**config.mk**
```make
export PLATFORM = sky130hd
export DESIGN_NAME = packet_ejector
export DESIGN_NICKNAME = d
export VERILOG_FILES = /design/src/rtl/packet_ejector_pkg.sv /design/src/rtl/packet_ejector_fifo.sv /design/src/rtl/packet_ejector.sv
export SDC_FILE = /design/constraint.sdc
export NUM_CORES = 1
export LEC_CHECK = 0
export BUFFER_PORTS_ARGS = -buffer_cell sky130_fd_sc_hd__buf_4
export CAP_MARGIN = 20
export CELL_PAD_IN_SITES_DETAIL_PLACEMENT = 2
export CELL_PAD_IN_SITES_GLOBAL_PLACEMENT = 2
export CORE_ASPECT_RATIO = 0.9
export CORE_MARGIN = 3
export CORE_UTILIZATION = 30
export DETAILED_ROUTE_END_ITERATION = 6
export GPL_TIMING_DRIVEN = 0
export PLACE_DENSITY = 0.62
export SLEW_MARGIN = 30
export SYNTH_ARGS = -nofsm -noshare
export SYNTH_HDL_FRONTEND = slang
export SYNTH_SLANG_ARGS = --single-unit
```
**constraint.sdc**
```tcl
create_clock -name clk -period 6.4 [get_ports clk]
set_input_delay 1.6 -clock clk [delete_from_list [all_inputs] [get_ports clk]]
set_output_delay 1.6 -clock clk [all_outputs]
set_load 0.01 [all_outputs]
```
**src/rtl/packet_ejector_pkg.sv**
```systemverilog
// Shared NoC definitions: packet geometry, field positions and ejector FSM states.
// The injector slices packets with the same field constants.
package packet_ejector_pkg;

  localparam int PACKETWIDTH = 55;

  localparam int ROUTE_MSB   = 54;
  localparam int ROUTE_LSB   = 25;
  localparam int PKTID_MSB   = 24;
  localparam int PKTID_LSB   = 15;
  localparam int SRC_MSB     = 14;
  localparam int SRC_LSB     = 9;
  localparam int PAYLOAD_MSB = 8;
  localparam int PAYLOAD_LSB = 0;

  // PacketID and SrcID are adjacent, so the duplicate key is one contiguous slice.
  localparam int DUPKEY_W = PKTID_MSB - SRC_LSB + 1;
  localparam int SRC_W    = SRC_MSB - SRC_LSB + 1;

  typedef enum logic [1:0] {
    ST_IDLE    = 2'd0,
    ST_GRANT   = 2'd1,
    ST_RELEASE = 2'd2
  } ejState_t;

endpackage

```
**src/rtl/packet_ejector_fifo.sv**
```systemverilog
// Show-ahead receive FIFO: the head entry is always visible on rdData_o.
// The writer must never push while count_o == DEPTH; reads of an empty FIFO are ignored.
module ejector_fifo #(
  parameter int DEPTH = 4,
  parameter int WIDTH = 55
) (
  input  logic                     clk,
  input  logic                     reset,
  input  logic                     wrEn_i,
  input  logic [WIDTH-1:0]         wrData_i,
  input  logic                     rdEn_i,
  output logic [WIDTH-1:0]         rdData_o,
  output logic [$clog2(DEPTH):0]   count_o
);

  localparam int PW = $clog2(DEPTH);

  logic [WIDTH-1:0] mem_q [DEPTH];
  logic [PW-1:0]    wrPtr_q;
  logic [PW-1:0]    rdPtr_q;
  logic [PW:0]      count_q;
  logic             doRead;

  assign doRead   = rdEn_i && (count_q != '0);
  assign rdData_o = mem_q[rdPtr_q];
  assign count_o  = count_q;

  // Pointers wrap naturally because DEPTH is a power of two.
  always_ff @(posedge clk or negedge reset) begin
    if (!reset) begin
      wrPtr_q <= '0;
      rdPtr_q <= '0;
      count_q <= '0;
    end else begin
      if (wrEn_i) wrPtr_q <= wrPtr_q + 1'b1;
      if (doRead) rdPtr_q <= rdPtr_q + 1'b1;
      case ({wrEn_i, doRead})
        2'b10:   count_q <= count_q + 1'b1;
        2'b01:   count_q <= count_q - 1'b1;
        default: count_q <= count_q;
      endcase
    end
  end

  always_ff @(posedge clk) begin
    if (wrEn_i) mem_q[wrPtr_q] <= wrData_i;
  end

endmodule

```
**src/rtl/packet_ejector.sv**
```systemverilog
// Local-port sink: grants router requests, drops back-to-back duplicates,
// buffers packets for the PE and keeps receive/duplicate/stall statistics.
module packet_ejector
  import packet_ejector_pkg::*;
#(
  parameter logic [5:0] routerID    = 6'b000_000,
  parameter int         packetwidth = PACKETWIDTH,
  parameter int         DEPTH       = 4,
  parameter int         STALL_LIMIT = 16
) (
  input  logic                   clk,
  input  logic                   reset,
  input  logic                   ReqUpStr,
  input  logic [packetwidth-1:0] PacketIn,
  output logic                   GntUpStr,
  output logic                   UpStrFull,
  output logic                   PktValid,
  output logic [packetwidth-1:0] PktData,
  input  logic                   PktPop,
  output logic                   RxEvent,
  output logic [SRC_W-1:0]       RxSrcID,
  output logic [15:0]            RxCount,
  output logic [7:0]             DupCount,
  output logic                   StallFlag
);

  localparam int CW = $clog2(DEPTH) + 1;
  localparam int SW = $clog2(STALL_LIMIT + 1);

  ejState_t            state_q;
  logic                gnt_q;
  logic                rxEvent_q;
  logic [SRC_W-1:0]    rxSrc_q;
  logic [15:0]         rxCount_q;
  logic [7:0]          dupCount_q;
  logic [SW-1:0]       stallCnt_q;
  logic [DUPKEY_W-1:0] lastKey_q;
  logic                lastValid_q;

  logic [CW-1:0]       fifoCount;
  logic                full;
  logic                accept;
  logic                isDup;
  logic                fifoWr;

  // Full uses the pre-edge count only; a same-edge pop never lets a request through.
  assign full   = (fifoCount == CW'(DEPTH));
  assign accept = (state_q == ST_IDLE) && ReqUpStr && !full;
  assign isDup  = lastValid_q && (PacketIn[PKTID_MSB:SRC_LSB] == lastKey_q);
  assign fifoWr = accept && !isDup;

  ejector_fifo #(
    .DEPTH (DEPTH),
    .WIDTH (packetwidth)
  ) u_fifo (
    .clk      (clk),
    .reset    (reset),
    .wrEn_i   (fifoWr),
    .wrData_i (PacketIn),
    .rdEn_i   (PktPop),
    .rdData_o (PktData),
    .count_o  (fifoCount)
  );

  always_ff @(posedge clk or negedge reset) begin
    if (!reset) begin
      state_q     <= ST_IDLE;
      gnt_q       <= 1'b0;
      rxEvent_q   <= 1'b0;
      rxSrc_q     <= '0;
      rxCount_q   <= '0;
      dupCount_q  <= '0;
      stallCnt_q  <= '0;
      lastKey_q   <= '0;
      lastValid_q <= 1'b0;
    end else begin
      case (state_q)
        ST_IDLE: begin
          if (accept) begin
            gnt_q      <= 1'b1;
            stallCnt_q <= '0;
            state_q    <= ST_GRANT;
            if (isDup) begin
              if (dupCount_q != 8'hFF) dupCount_q <= dupCount_q + 8'd1;
            end else begin
              rxEvent_q   <= 1'b1;
              rxSrc_q     <= PacketIn[SRC_MSB:SRC_LSB];
              rxCount_q   <= rxCount_q + 16'd1;
              lastKey_q   <= PacketIn[PKTID_MSB:SRC_LSB];
              lastValid_q <= 1'b1;
            end
          end else if (ReqUpStr && (stallCnt_q != SW'(STALL_LIMIT))) begin
            stallCnt_q <= stallCnt_q + 1'b1;
          end
        end
        ST_GRANT: begin
          gnt_q     <= 1'b0;
          rxEvent_q <= 1'b0;
          state_q   <= ST_RELEASE;
        end
        // Waiting for Req to drop keeps a held request from being captured twice.
        ST_RELEASE: begin
          if (!ReqUpStr) state_q <= ST_IDLE;
        end
        default: state_q <= ST_IDLE;
      endcase
    end
  end

  assign GntUpStr  = gnt_q;
  assign RxEvent   = rxEvent_q;
  assign RxSrcID   = rxSrc_q;
  assign RxCount   = rxCount_q;
  assign DupCount  = dupCount_q;
  assign StallFlag = (stallCnt_q == SW'(STALL_LIMIT));
  assign UpStrFull = full;
  assign PktValid  = (fifoCount != '0);

endmodule

```
## After elaboration in Yosys (flattened, before gate mapping)

Memory sizes are Yosys's and may differ from the RTL's.
Index checks and enable logic that the tools add are counted.

| cells by class | value |
|---|---|
| add/sub/neg operators | 7 |
| equality and inequality tests | 12 |
| mux-type cells | 13 |
| bitwise operators | 1 |
| reductions and logical operators | 19 |

Operators with widths:

| cell | number |
|---|---|
| $add 16x1->16 const B | 1 |
| $eq 16x16->1 | 1 |
| $mux 5 | 2 |
| $add 8x1->8 const B | 1 |
| $ne 8x8->1 const B | 1 |
| $logic_and 1x1->1 | 6 |
| $ne 2x2->1 const B | 3 |
| $pmux 2 s3 | 1 |
| $pmux 3 s2 | 1 |
| $reduce_and 2->1 | 3 |
| $reduce_and 3->1 | 2 |
| $reduce_bool 2->1 | 3 |
| $add 5x1->5 const B | 1 |
| $eq 5x5->1 const B | 1 |
| $mux 1 | 5 |
| $ne 5x5->1 const B | 1 |
| $add 2x1->2 const B | 2 |
| $eq 2x1->1 const B | 2 |
| $eq 2x2->1 const B | 2 |
| $mux 2 | 2 |
| $pmux 1 s2 | 2 |
| $reduce_and 4->1 | 1 |
| $add 3x1->3 const B | 1 |
| $eq 3x3->1 const B | 1 |
| other kinds (5) | 6 |

| storage, ports and cells | value |
|---|---|
| flip-flop bits (word level) | 63 |
| RAM bits | 220 |
| bits of input ports | 59 |
| output and inout bits | 90 |
| memories kept | 1 |

Memories:

| name | words | bits a word | read ports | clocked after Yosys merged registers in | wr ports | RTL line | source |
|---|---|---|---|---|---|---|---|
| u_fifo.mem_q | 4 | 55 | 1 | 0 | 1 | packet_ejector_fifo.sv:18 | `logic [WIDTH-1:0] mem_q [DEPTH];` |

## Logic depth before layout (Yosys ltp)

Gate-level depths: netlist of run 1.

| depth | value |
|---|---|
| depth in word-level cells | 6 |
| gate-level depth with buffers | 12 |
| gate-level depth less buffers | 11 |

## Modules after synthesis

Synthesis of run 1 repeated with hierarchy kept, for this count alone.

| second synthesis, totals | value |
|---|---|
| cell total of the unflattened synthesis | 554 |
| area, all modules | 10,904.2 sq um |

Modules (own cells, without submodules):

| module | instances | cells each | area an instance (sq um) | seq. area each (sq um) |
|---|---|---|---|---|
| ejector_fifo | 1 | 322 | 8,326.7 | 6,781.5 |
| packet_ejector | 1 | 232 | 2,577.5 | 1,251.2 |

## Worst setup path after synthesis of run 1

Ideal clock, no wire load.

| timing path | value |
|---|---|
| path type | input to register |
| start | input PacketIn[13] |
| end | memory u_fifo.mem_q[0][0] (enable) |
| setup time | 0.419 ns |
| data arrival time | 3.797 ns |
| data required time | 5.981 ns |
| path slack | 2.184 ns |
| stages on the path | 6 |
| cells stage by stage | xor2_1 > nor4_1 > and3_1 > a21oi_2 > buf_2 > and2_1 |

| on the way | value |
|---|---|
| word-level cells in the longest chain between the ends | 6 |

Ends and longest elaborated chain:

| element | RTL line | source |
|---|---|---|
| start, declared | packet_ejector.sv:14 | `input logic [packetwidth-1:0] PacketIn,` |
| $eq 16x16->1 | packet_ejector.sv:49 | `assign isDup = lastValid_q && (PacketIn[PKTID_MSB:SRC_LSB] == lastKey_q);` |
| $logic_and 1x1->1 | packet_ejector.sv:49 |  |
| $logic_not 1->1 | packet_ejector.sv:50 | `assign fifoWr = accept && !isDup;` |
| $logic_and 1x1->1 | packet_ejector.sv:50 |  |
| $mux 1 | packet_ejector_fifo.sv:46 | `if (wrEn_i) mem_q[wrPtr_q] <= wrData_i;` |
| $mux 1 (implied by the code) | packet_ejector_fifo.sv:46 |  |
| end, declared | packet_ejector_fifo.sv:18 |  |

Every way passes these cells.

## Worst setup path after layout of run 1

| timing path | value |
|---|---|
| start | register u_fifo.rdPtr_q[1] |
| end | output PktData[16] |

| on the way | value |
|---|---|
| word-level cells in the longest chain between the ends | 1 |

Ends and longest elaborated chain:

| element | RTL line | source |
|---|---|---|
| start, declared | packet_ejector_fifo.sv:20 | `logic [PW-1:0] rdPtr_q;` |
| start signal, assigned | packet_ejector_fifo.sv:36 | `if (doRead) rdPtr_q <= rdPtr_q + 1'b1;` |
| $mem_v2 4x55 | n/a |  |
| end, declared | packet_ejector.sv:18 | `output logic [packetwidth-1:0] PktData,` |

Every way passes these cells.

==> results of run 1 <==
-- kinds of logic after synthesis --
| logic type | Yosys count |
|---|---|
| multiplexers | 72 |
| buffers and inverters | 41 |
| flip-flops | 277 |
| XOR/XNOR | 46 |
| AO/OA/AOI/OAI | 23 |
| AND/OR/NAND/NOR | 81 |
| adder cells (fa/ha/maj) | 10 |
-- state kept, by name, summed over array words and instances, names as in the netlist --
| register | flops |
|---|---|
| stallCnt_q | 5 |
| GntUpStr | 1 |
| state_q | 2 |
| u_fifo.count_o | 3 |
| RxCount | 16 |
| u_fifo.rdPtr_q | 2 |
| u_fifo.wrPtr_q | 2 |
| lastKey_q | 11 |
| DupCount | 8 |
| RxSrcID | 5 |
| u_fifo.mem_q | 220 |
| RxEvent | 1 |
| lastValid_q | 1 |
-- synth_stat cells, types with 7 or more instances --
cell type	instances
sky130_fd_sc_hd__mux2_1	16
sky130_fd_sc_hd__buf_4	7
sky130_fd_sc_hd__mux4_2	55
sky130_fd_sc_hd__ha_1	9
sky130_fd_sc_hd__xor2_1	19
sky130_fd_sc_hd__dfrtp_1	57
sky130_fd_sc_hd__xnor2_1	27
sky130_fd_sc_hd__nand2_1	26
sky130_fd_sc_hd__buf_2	10
sky130_fd_sc_hd__nand4_1	7
sky130_fd_sc_hd__nor2_1	10
sky130_fd_sc_hd__nand3_1	13
sky130_fd_sc_hd__edfxtp_1	220
sky130_fd_sc_hd__inv_1	13
-- per-layer routing --
layer,part of all wire,GRT usage,up-vias
li1,-,-,2522
met1,0.42,0.176,3007
met2,0.51,0.243,127
met3,0.054,0.0341,36
met4,0.019,0.0280,0
met5,0,0,-
-- critical path, stage by stage (launching register included) --
cell                       delay [ns]
sky130_fd_sc_hd__dfrtp_1         0.34
sky130_fd_sc_hd__clkbuf_1        0.58
sky130_fd_sc_hd__clkbuf_1        0.65
sky130_fd_sc_hd__mux4_2          0.42
sky130_fd_sc_hd__buf_4           0.17
-- power breakdown --
part,switching (mW),leakage (nW),internal [mW]
registers,0.154,2.70,2.31
clock network,0.712,0.491,1.00
logic,0.969,1.75,0.926
total,1.83,4.95,4.24
-- stage by stage --
step | cells | util | setup WS, ns | instance area [um^2] | hold slack (ns)
finish | 1229 | 0.385 | 2.06 | 13600 | 0.462
global placement | 1167 | 0.354 | 0.414 | 12500 | 0.441
floorplan | 550 | - | 2.18 | 10800 | 0.425
CTS | 1229 | 0.385 | 1.93 | 13600 | 0.463
detailed placement | 1171 | 0.357 | 2.08 | 12600 | 0.445
global route | 1229 | 0.385 | 1.91 | 13600 | 0.505
-- worst max path at each step --
stage                       from                   to  cells after the start
2_1_floorplan       PacketIn[13]   u_fifo.mem_q[0][0]                      6
3_3_place_gp        PacketIn[12]  u_fifo.mem_q[2][26]                      7
3_5_place_dp        PacketIn[14]    u_fifo.count_o[2]                     13
4_1_cts        u_fifo.rdPtr_q[1]          PktData[16]                      4
5_1_grt        u_fifo.rdPtr_q[1]          PktData[17]                      4
6_report       u_fifo.rdPtr_q[1]          PktData[16]                      4
-- layout make-up --
class	count	share of cell area
clock buffers	52	0.0695
clock inverters	6	0.00359
flip-flops and latches	277	0.591
multi-input cells	232	0.191
plain buffers	27	0.0105
repair buffers	152	0.0876
inverters	14	0.00386
well taps	469	0.0432
==> impl_metrics.py, run 1 <==
metrics = {
    "outcome": {
        "run_status": "finished, final reports clean",
    },
    "yosys": {
        "yosysTopAreaCellShare": 0.611,
        "syn_inst": 550,
        "synth_enable_flop_cells": 220,
        "synth_seq_area_share": 0.743,
        "synth_xor_xnor_area_share": 0.0373,
        "ys_dominant_reg_cell": "sky130_fd_sc_hd__edfxtp_1",
        "synth_mux_area_frac": 0.132,
        "post_synth_instance_area_um2": 10800,
        "top_cell_type_by_total_area_after_synthesis": "sky130_fd_sc_hd__edfxtp_1",
        "post_synth_num_cell_types": 44,
        "synth-compound-area-share": 0.0185,
        "netlist_top_cells_area": "sky130_fd_sc_hd__edfxtp_1 (61%), sky130_fd_sc_hd__dfrtp_1 (13%), sky130_fd_sc_hd__mux4_2 (11%)",
        "async_flop_share": 0.206,
        "synth.net_count": 619,
        "synth_top_family_by_area": "multiplexers",
        "avgSynthCellArea_um2": 19.7,
        "synth_simple_gate_area_frac": 0.0391,
        "synth-seq-cells": 277,
        "synth_fa_ha_area_frac": 0.0123,
        "yosysWarningCount": 0,
    },
    "finish": {
        "mostFrequentLayoutCell": "sky130_fd_sc_hd__edfxtp_1",
        "area.growth.synth_to_final_pct": 25.7,
        "multi_input_comb_area_um2": 2600,
        "antennaDiodeCount": 0,
        "ff_latch_area_um2": 8030,
        "fillers": 3463,
        "drive_above_1_share": 0.376,
        "final_net_count": 804,
        "mostFrequentLayoutCells": "sky130_fd_sc_hd__edfxtp_1 (220), sky130_fd_sc_hd__buf_4 (155), sky130_fd_sc_hd__dfrtp_1 (57), sky130_fd_sc_hd__mux4_2 (55), sky130_fd_sc_hd__clkbuf_16 (31)",
    },
    "detailed_routing": {
        "drt-pass1-iter-count": 4,
        "route.detailed.wl_per_inst_um": 21.6,
        "drtIter0Drc": 253,
        "vias": 5692,
        "viasPerCell": 4.63,
        "route.detailed.drc": 0,
        "route.antenna.remaining_nets": 0,
        "finalWirelength_mm": 26.5,
    },
    "place": {
        "detailed_place_hpwl_mm": 17.7,
        "number_of_input_and_output_port_buffers_inserted": 148,
        "globalplace.congestion": 0.749,
    },
    "clock_tree": {
        "cts.root.buffer_cell": "sky130_fd_sc_hd__clkbuf_16",
        "tritoncts.num_buffers": 31,
        "clock_latency_of_the_later_clocked_register_in_the_worst_skew_pair_ns": 0.57,
        "clk_pin_slew_worst_paths_ns": 0.06,
        "postCtsSetupBuffers": 0,
        "clock-sinks": 277,
        "cts.path.max_buffers": 3,
        "cts_tree": "yes",
        "cts_resized": 0,
        "cts-htree-levels": 1,
        "holdBufCountCts": 0,
    },
    "floorplan": {
        "start_util": 0.306,
        "design.die.area_um2": 38400,
        "core_region_area_um2": 35300,
        "pin_count": 149,
        "fp.dieH_um": 186,
        "num_rows": 65,
        "die_width_um": 206,
    },
    "critical_path": {
        "reg2reg_to": "u_fifo.count_o[2]",
        "critical_path.startpoint_type": "register",
        "worst_setup_path_end_kind": "output pin",
        "worstPathRequired_ns": 4.80,
        "setup.worst_path.class": "register to output pin",
        "largest_fanout_on_the_critical_path": 10,
        "r2r-start": "lastKey_q[5]",
        "critical_path_arrival_ns": 2.74,
        "reg2reg_slack_ns": 3.44,
        "rr_worst_depth": 12,
    },
    "power_and_ir_drop": {
        "design_power_total_mw": 6.07,
        "power_density_nw_per_um2": 446,
        "power.ir.vdd_worst_uv": 219,
        "p_leak_nw": 4.95,
    },
    "global_route": {
        "track_usage": 0.138,
        "grt_start_max_net_pins": 58,
        "grt-ovfl-total": 0,
        "grt_antenna_before_repair": 0,
        "grt_pass1_vias": 6566,
        "grt_pass1_wl_mm": 40.4,
    },
    "sta": {
        "slew_violations": 0,
        "final.min_clock_period_ns": 4.34,
        "clock.fmax_mhz": 230,
        "setup_viol": 0,
        "worst_slew_margin_rel": 0.437,
        "finalHoldViolations": 0,
        "final_min_period_over_clock_period": 0.679,
        "finalSetupTns_ns": 0,
        "worst_clock_skew_ns": 0.0178,
        "rsz0062_at_grt": "no",
        "tightestPinTransition_ns": 0.844,
    },
    "hold_path": {
        "hold_path_startpoint": "lastValid_q",
        "hold_path.class": "register to register",
        "timing.hold.worst_path_depth": 1,
        "hold_end": "lastValid_q",
    },
    "run": {
        "maxCapViolations": 0,
    },
}
Note: power is estimated with default switching activity, not from simulation.
==> run 2, diff against run 1 <==
PLACE_DENSITY = 0.64   (was 0.62)
clock period = 3.5 ns   (was 6.4 ns; I/O delays follow)
==> impl_metrics.py, run 2 (same netlist as run 1, synthesis figures left out) <==
metrics = {
    "outcome": {
        "run_status": "finished, final reports clean",
    },
    "critical_path": {
        "largest_fanout_on_the_critical_path": 10,
        "setup.worst_path.class": "register to output pin",
        "worstPathRequired_ns": 2.62,
        "critical_path.startpoint_type": "register",
        "rr_worst_depth": 12,
        "worst_setup_path_end_kind": "output pin",
        "critical_path_arrival_ns": 2.43,
    },
    "finish": {
        "mostFrequentLayoutCells": "sky130_fd_sc_hd__edfxtp_1 (220), sky130_fd_sc_hd__buf_4 (155), sky130_fd_sc_hd__dfrtp_1 (57), sky130_fd_sc_hd__mux4_2 (55), sky130_fd_sc_hd__clkbuf_16 (31)",
        "area.growth.synth_to_final_pct": 27.1,
        "multi_input_comb_area_um2": 2600,
        "ff_latch_area_um2": 8030,
        "antennaDiodeCount": 0,
        "largest_register_ffs": 220,
        "largest-register": "u_fifo.mem_q",
        "drive_above_1_share": 0.386,
        "final_core_utilization": 0.389,
        "mostFrequentLayoutCell": "sky130_fd_sc_hd__edfxtp_1",
        "fillers": 3436,
        "final_net_count": 802,
    },
    "detailed_routing": {
        "dr_wl_met3_mm": 1.67,
        "route.antenna.remaining_nets": 0,
        "top_signal_layer_used": "met4",
        "route.detailed.drc": 0,
        "vias": 5649,
        "route.detailed.wl_per_inst_um": 21.8,
        "finalWirelength_mm": 26.7,
        "viasPerCell": 4.61,
        "met1Wirelength_mm": 11.1,
        "drt-pass1-iter-count": 4,
        "drtIter0Drc": 216,
        "dr_wl_met2_mm": 13.5,
    },
    "power_and_ir_drop": {
        "power.ir.vdd_worst_uv": 376,
        "power_density_nw_per_um2": 843,
        "p_leak_nw": 5.03,
        "design_power_total_mw": 11.6,
    },
    "sta": {
        "finalHoldViolations": 0,
        "final.min_clock_period_ns": 3.30,
        "worst_slew_margin_rel": 0.457,
        "slew_violations": 0,
        "worst_clock_skew_ns": 0.0221,
        "tightestPinTransition_ns": 0.814,
        "final.setup.worst_slack_ns": 0.198,
        "rsz0062_at_grt": "no",
        "clock.fmax_mhz": 303,
        "setup_viol": 0,
        "final_min_period_over_clock_period": 0.943,
    },
    "clock_tree": {
        "cts.root.buffer_cell": "sky130_fd_sc_hd__clkbuf_16",
        "clock-sinks": 277,
        "tritoncts.num_buffers": 30,
        "clk_pin_slew_worst_paths_ns": 0.06,
        "cts_tree": "yes",
        "holdBufCountCts": 0,
        "clock_latency_of_the_later_clocked_register_in_the_worst_skew_pair_ns": 0.58,
        "cts-htree-levels": 1,
        "cts.path.max_buffers": 3,
    },
    "global_route": {
        "grt_pass1_vias": 6663,
        "grt_start_max_net_pins": 58,
        "grt_antenna_before_repair": 0,
        "grt-ovfl-total": 0,
        "track_usage": 0.142,
        "grt_pass1_wl_mm": 41.4,
    },
    "floorplan": {
        "num_rows": 65,
        "fp.dieH_um": 186,
        "core_region_area_um2": 35300,
        "pin_count": 149,
        "start_util": 0.306,
        "design.die.area_um2": 38400,
        "die_width_um": 206,
    },
    "hold_path": {
        "hold_path.class": "primary input to asynchronous set/reset pin",
    },
    "place": {
        "dpl_worst_slack_ns": -0.0888,
        "number_of_input_and_output_port_buffers_inserted": 148,
        "globalplace.congestion": 0.788,
        "detailed_place_hpwl_mm": 17.9,
    },
    "run": {
        "maxCapViolations": 0,
    },
}
run 2: changes by cell type in the layout (fill, tap and decap cells not counted), moves of 2 or more:
cell | previous run | this run
sky130_fd_sc_hd__clkbuf_1 | 18 | 7
sky130_fd_sc_hd__bufinv_16 | 0 | 9
sky130_fd_sc_hd__clkbuf_8 | 9 | 0
sky130_fd_sc_hd__clkinv_2 | 4 | 8
sky130_fd_sc_hd__clkinv_1 | 0 | 3
sky130_fd_sc_hd__clkbuf_2 | 0 | 2
run 2: final timing paths:
| kind | startpoint | to | slack [ns] |
|---|---|---|---|
| setup reg to reg | RxSrcID[1] | u_fifo.count_o[2] | 0.59 |
| hold / removal | reset | DupCount[6] | 0.41 |
| setup / recovery | u_fifo.rdPtr_q[0] | PktData[26] | 0.20 |
| hold reg to reg | lastValid_q | lastValid_q | 0.48 |
| max in group asynchronous | reset | RxCount[14] | 2.56 |
| min in group clk | lastValid_q | lastValid_q | 0.48 |
run 2: timing repair:
item	CTS	global route
setup buffers	0	0
endpoints found under the hold margin	0	0
setup endpoints to repair	40	5
gates resized for setup	2	2
run 2: layout make-up:
cell class	instances	area share
buffer	26	0.0104
clock buffer	35	0.0575
clock inverter	21	0.0256
inverter	14	0.00382
multi-input combinational	232	0.189
sequential	277	0.584
tap	469	0.0427
timing repair buffer	152	0.0867
run 2: power by group:
group	switching (mW)	internal [mW]	leakage (nW)
Clock	1.33	2.28	0.561
Sequential	0.312	4.22	2.70
Combinational	1.75	1.69	1.76
run 2: worst max-delay path, cell delays in order, from the launching register on:
cell	delay, ns
sky130_fd_sc_hd__dfrtp_1	0.37
sky130_fd_sc_hd__buf_2	0.33
sky130_fd_sc_hd__buf_2	0.41
sky130_fd_sc_hd__mux4_2	0.58
sky130_fd_sc_hd__buf_4	0.16
run 2: metal layers:
| layer | vias up | track usage |
|---|---|---|
| met4 | 0 | 0.0252 |
| li1 | 2521 | - |
| met5 | - | 0 |
| met3 | 34 | 0.0385 |
| met1 | 2958 | 0.179 |
| met2 | 136 | 0.249 |
run 2: stage by stage:
step / cells / setup TNS, ns / instance area (um^2) / hold WS [ns]
after global routing: 1226 / 0 / 13700 / 0.447
after global placement: 1167 / -382.34 / 12500 / 0.442
after CTS: 1226 / 0 / 13700 / 0.405
after detailed placement: 1171 / -0.0888 / 12600 / 0.470
after floorplan: 550 / 0 / 10800 / 0.425
final: 1226 / 0 / 13700 / 0.414
==> run 3, diff against run 2 <==
ABC_AREA = 1   (was default)
PLACE_DENSITY = 0.7   (was 0.64)
==> impl_metrics.py, run 3 <==
metrics = {
    "sta": {
        "finalSetupTns_ns": 0,
        "worst_clock_skew_ns": 0.0201,
        "tightestPinTransition_ns": 0.835,
        "clock.fmax_mhz": 300,
        "setup_viol": 0,
        "slew_violations": 0,
        "worst_slew_margin_rel": 0.444,
        "final_min_period_over_clock_period": 0.953,
        "final.setup.worst_slack_ns": 0.164,
        "final.min_clock_period_ns": 3.34,
        "finalHoldViolations": 0,
    },
    "detailed_routing": {
        "viasPerCell": 4.93,
        "route.detailed.wl_per_inst_um": 21.1,
        "vias": 8386,
        "finalWirelength_mm": 35.9,
        "route.antenna.remaining_nets": 0,
        "route.detailed.drc": 0,
        "drtIter0Drc": 481,
        "drt-pass1-iter-count": 5,
    },
    "yosys": {
        "yosysWarningCount": 0,
        "synth-seq-cells": 277,
        "yosysTopAreaCellShare": 0.576,
        "ys_dominant_reg_cell": "sky130_fd_sc_hd__edfxtp_1",
        "synthMostInstantiatedCell": "sky130_fd_sc_hd__edfxtp_1",
        "synth_enable_flop_cells": 220,
        "top_cell_type_by_total_area_after_synthesis": "sky130_fd_sc_hd__edfxtp_1",
        "synth_top_cells_by_count": "sky130_fd_sc_hd__edfxtp_1 (220), sky130_fd_sc_hd__nand2_1 (157), sky130_fd_sc_hd__nor2_1 (152)",
        "syn_inst": 1003,
        "synth.net_count": 1072,
        "async_flop_share": 0.206,
        "synth_seq_area_share": 0.700,
        "netlist_top_cells_area": "sky130_fd_sc_hd__edfxtp_1 (58%), sky130_fd_sc_hd__dfrtp_1 (12%), sky130_fd_sc_hd__o21ai_0 (5.9%)",
        "avgSynthCellArea_um2": 11.4,
        "post_synth_num_cell_types": 34,
        "post_synth_instance_area_um2": 11500,
    },
    "finish": {
        "largest-register": "u_fifo.mem_q",
        "area.growth.synth_to_final_pct": 27.0,
        "final_core_utilization": 0.389,
        "drive_above_1_share": 0.208,
        "mostFrequentLayoutCell": "sky130_fd_sc_hd__edfxtp_1",
        "largest_register_ffs": 220,
        "mostFrequentLayoutCells": "sky130_fd_sc_hd__edfxtp_1 (220), sky130_fd_sc_hd__nand2_1 (157), sky130_fd_sc_hd__buf_4 (154), sky130_fd_sc_hd__nor2_1 (148), sky130_fd_sc_hd__o21ai_0 (135)",
        "fillers": 3947,
        "antennaDiodeCount": 0,
        "final_net_count": 1265,
    },
    "floorplan": {
        "fp.dieH_um": 192,
        "core_region_area_um2": 37500,
        "start_util": 0.306,
        "pin_count": 149,
        "num_rows": 67,
        "design.die.area_um2": 40600,
        "die_width_um": 212,
    },
    "clock_tree": {
        "postCtsSetupBuffers": 0,
        "cts-htree-levels": 1,
        "cts_resized": 16,
        "holdBufCountCts": 0,
        "tritoncts.num_buffers": 31,
        "clock_latency_of_the_later_clocked_register_in_the_worst_skew_pair_ns": 0.58,
        "cts.root.buffer_cell": "sky130_fd_sc_hd__clkbuf_16",
        "clock-sinks": 277,
        "cts_tree": "yes",
        "clk_pin_slew_worst_paths_ns": 0.06,
        "cts.path.max_buffers": 3,
    },
    "place": {
        "dpl_worst_slack_ns": 0.0186,
        "globalplace.congestion": 0.731,
        "detailed_place_hpwl_mm": 25.1,
        "number_of_input_and_output_port_buffers_inserted": 148,
    },
    "critical_path": {
        "critical_path_arrival_ns": 2.46,
        "reg2reg_slack_ns": 0.55,
        "r2r-start": "u_fifo.count_o[0]",
        "cells_traversed_along_the_worst_timing_path": "clkbuf_2, inv_1, buf_2, buf_2, nor2_1, o22ai_1, buf_4",
        "startpoint": "u_fifo.rdPtr_q[0]",
        "setup.worst_path.class": "register to output pin",
        "reg2reg_to": "u_fifo.count_o[2]",
        "worst_setup_path_end_kind": "output pin",
        "critical_path.startpoint_type": "register",
        "slowest_delay_ns": 0.44,
        "cp_slowest_cell": "sky130_fd_sc_hd__dfrtp_1",
        "worstPathRequired_ns": 2.62,
        "worst_path_most_repeated_cell": "sky130_fd_sc_hd__buf_2",
        "rr_worst_depth": 13,
        "path_buf_inv": 5,
        "crit_path_leading_delay_family": "buffers and inverters",
        "largest_fanout_on_the_critical_path": 10,
    },
    "power_and_ir_drop": {
        "power_density_nw_per_um2": 858,
        "design_power_total_mw": 12.5,
        "p_leak_nw": 5.69,
        "power.ir.vdd_worst_uv": 423,
    },
    "global_route": {
        "grt-ovfl-total": 0,
        "track_usage": 0.177,
        "grt_pass1_wl_mm": 55.2,
        "grt_start_max_net_pins": 58,
        "grt_pass1_vias": 9297,
        "grt_antenna_before_repair": 1,
    },
    "hold_path": {
        "hold_path.class": "primary input to asynchronous set/reset pin",
    },
    "run": {
        "maxCapViolations": 0,
    },
    "outcome": {
        "run_status": "finished, final reports clean",
    },
}
==> run 3: cell type report <==
cell class / instances / area [um^2] / share of cell area
clock buffer: 40 / 820 / 0.0563
timing repair buffer: 161 / 1410 / 0.0965
sequential: 277 / 8030 / 0.551
buffer: 49 / 258 / 0.0177
multi-input combinational: 602 / 2970 / 0.204
inverter: 74 / 278 / 0.0191
tap: 483 / 604 / 0.0415
clock inverter: 16 / 195 / 0.0134
==> run 3: logic make-up after synthesis <==
| group | count (synthesis) | synth area share |
|---|---|---|
| flip-flops | 277 | 0.700 |
| XOR/XNOR | 25 | 0.0191 |
| adder cells (fa/ha/maj) | 10 | 0.0116 |
| AO/OA/AOI/OAI | 197 | 0.0925 |
| buffers and inverters | 124 | 0.0449 |
| AND/OR/NAND/NOR | 370 | 0.132 |
==> run 3: how the worst max path moves through the flow <==
stage                     endpoint  slack, ns  depth (start not counted)
6_report                PktData[9]       0.16                          7
5_1_grt                PktData[32]      -0.01                          7
4_1_cts                PktData[51]       0.02                          7
3_5_place_dp     u_fifo.count_o[2]       0.02                         17
3_3_place_gp   u_fifo.mem_q[3][25]      -1.74                          9
2_1_floorplan   u_fifo.mem_q[0][0]      -0.03                          8
==> run 3: per-layer routing <==
layer	share of wire	up-vias	GRT usage
met3	0.044	40	0.0313
met2	0.50	174	0.311
met4	0.016	2	0.0304
met1	0.44	4315	0.232
met5	0.00033	-	0
li1	-	3855	-
==> run 3: report_power, final <==
group | total (mW) | internal [mW] | switching, mW
combinational | 4.74 | 1.76 | 2.98
sequential | 4.48 | 4.20 | 0.289
clock | 3.28 | 1.94 | 1.34
==> run 3: per-stage QoR <==
step / instance area (um^2) / hold WS (ns) / cells
floorplan: 11500 / 0.446 / 1003
global placement: 13200 / 0.462 / 1634
detailed placement: 13500 / 0.467 / 1647
CTS: 14600 / 0.412 / 1702
global route: 14600 / 0.437 / 1702
finish: 14600 / 0.395 / 1702
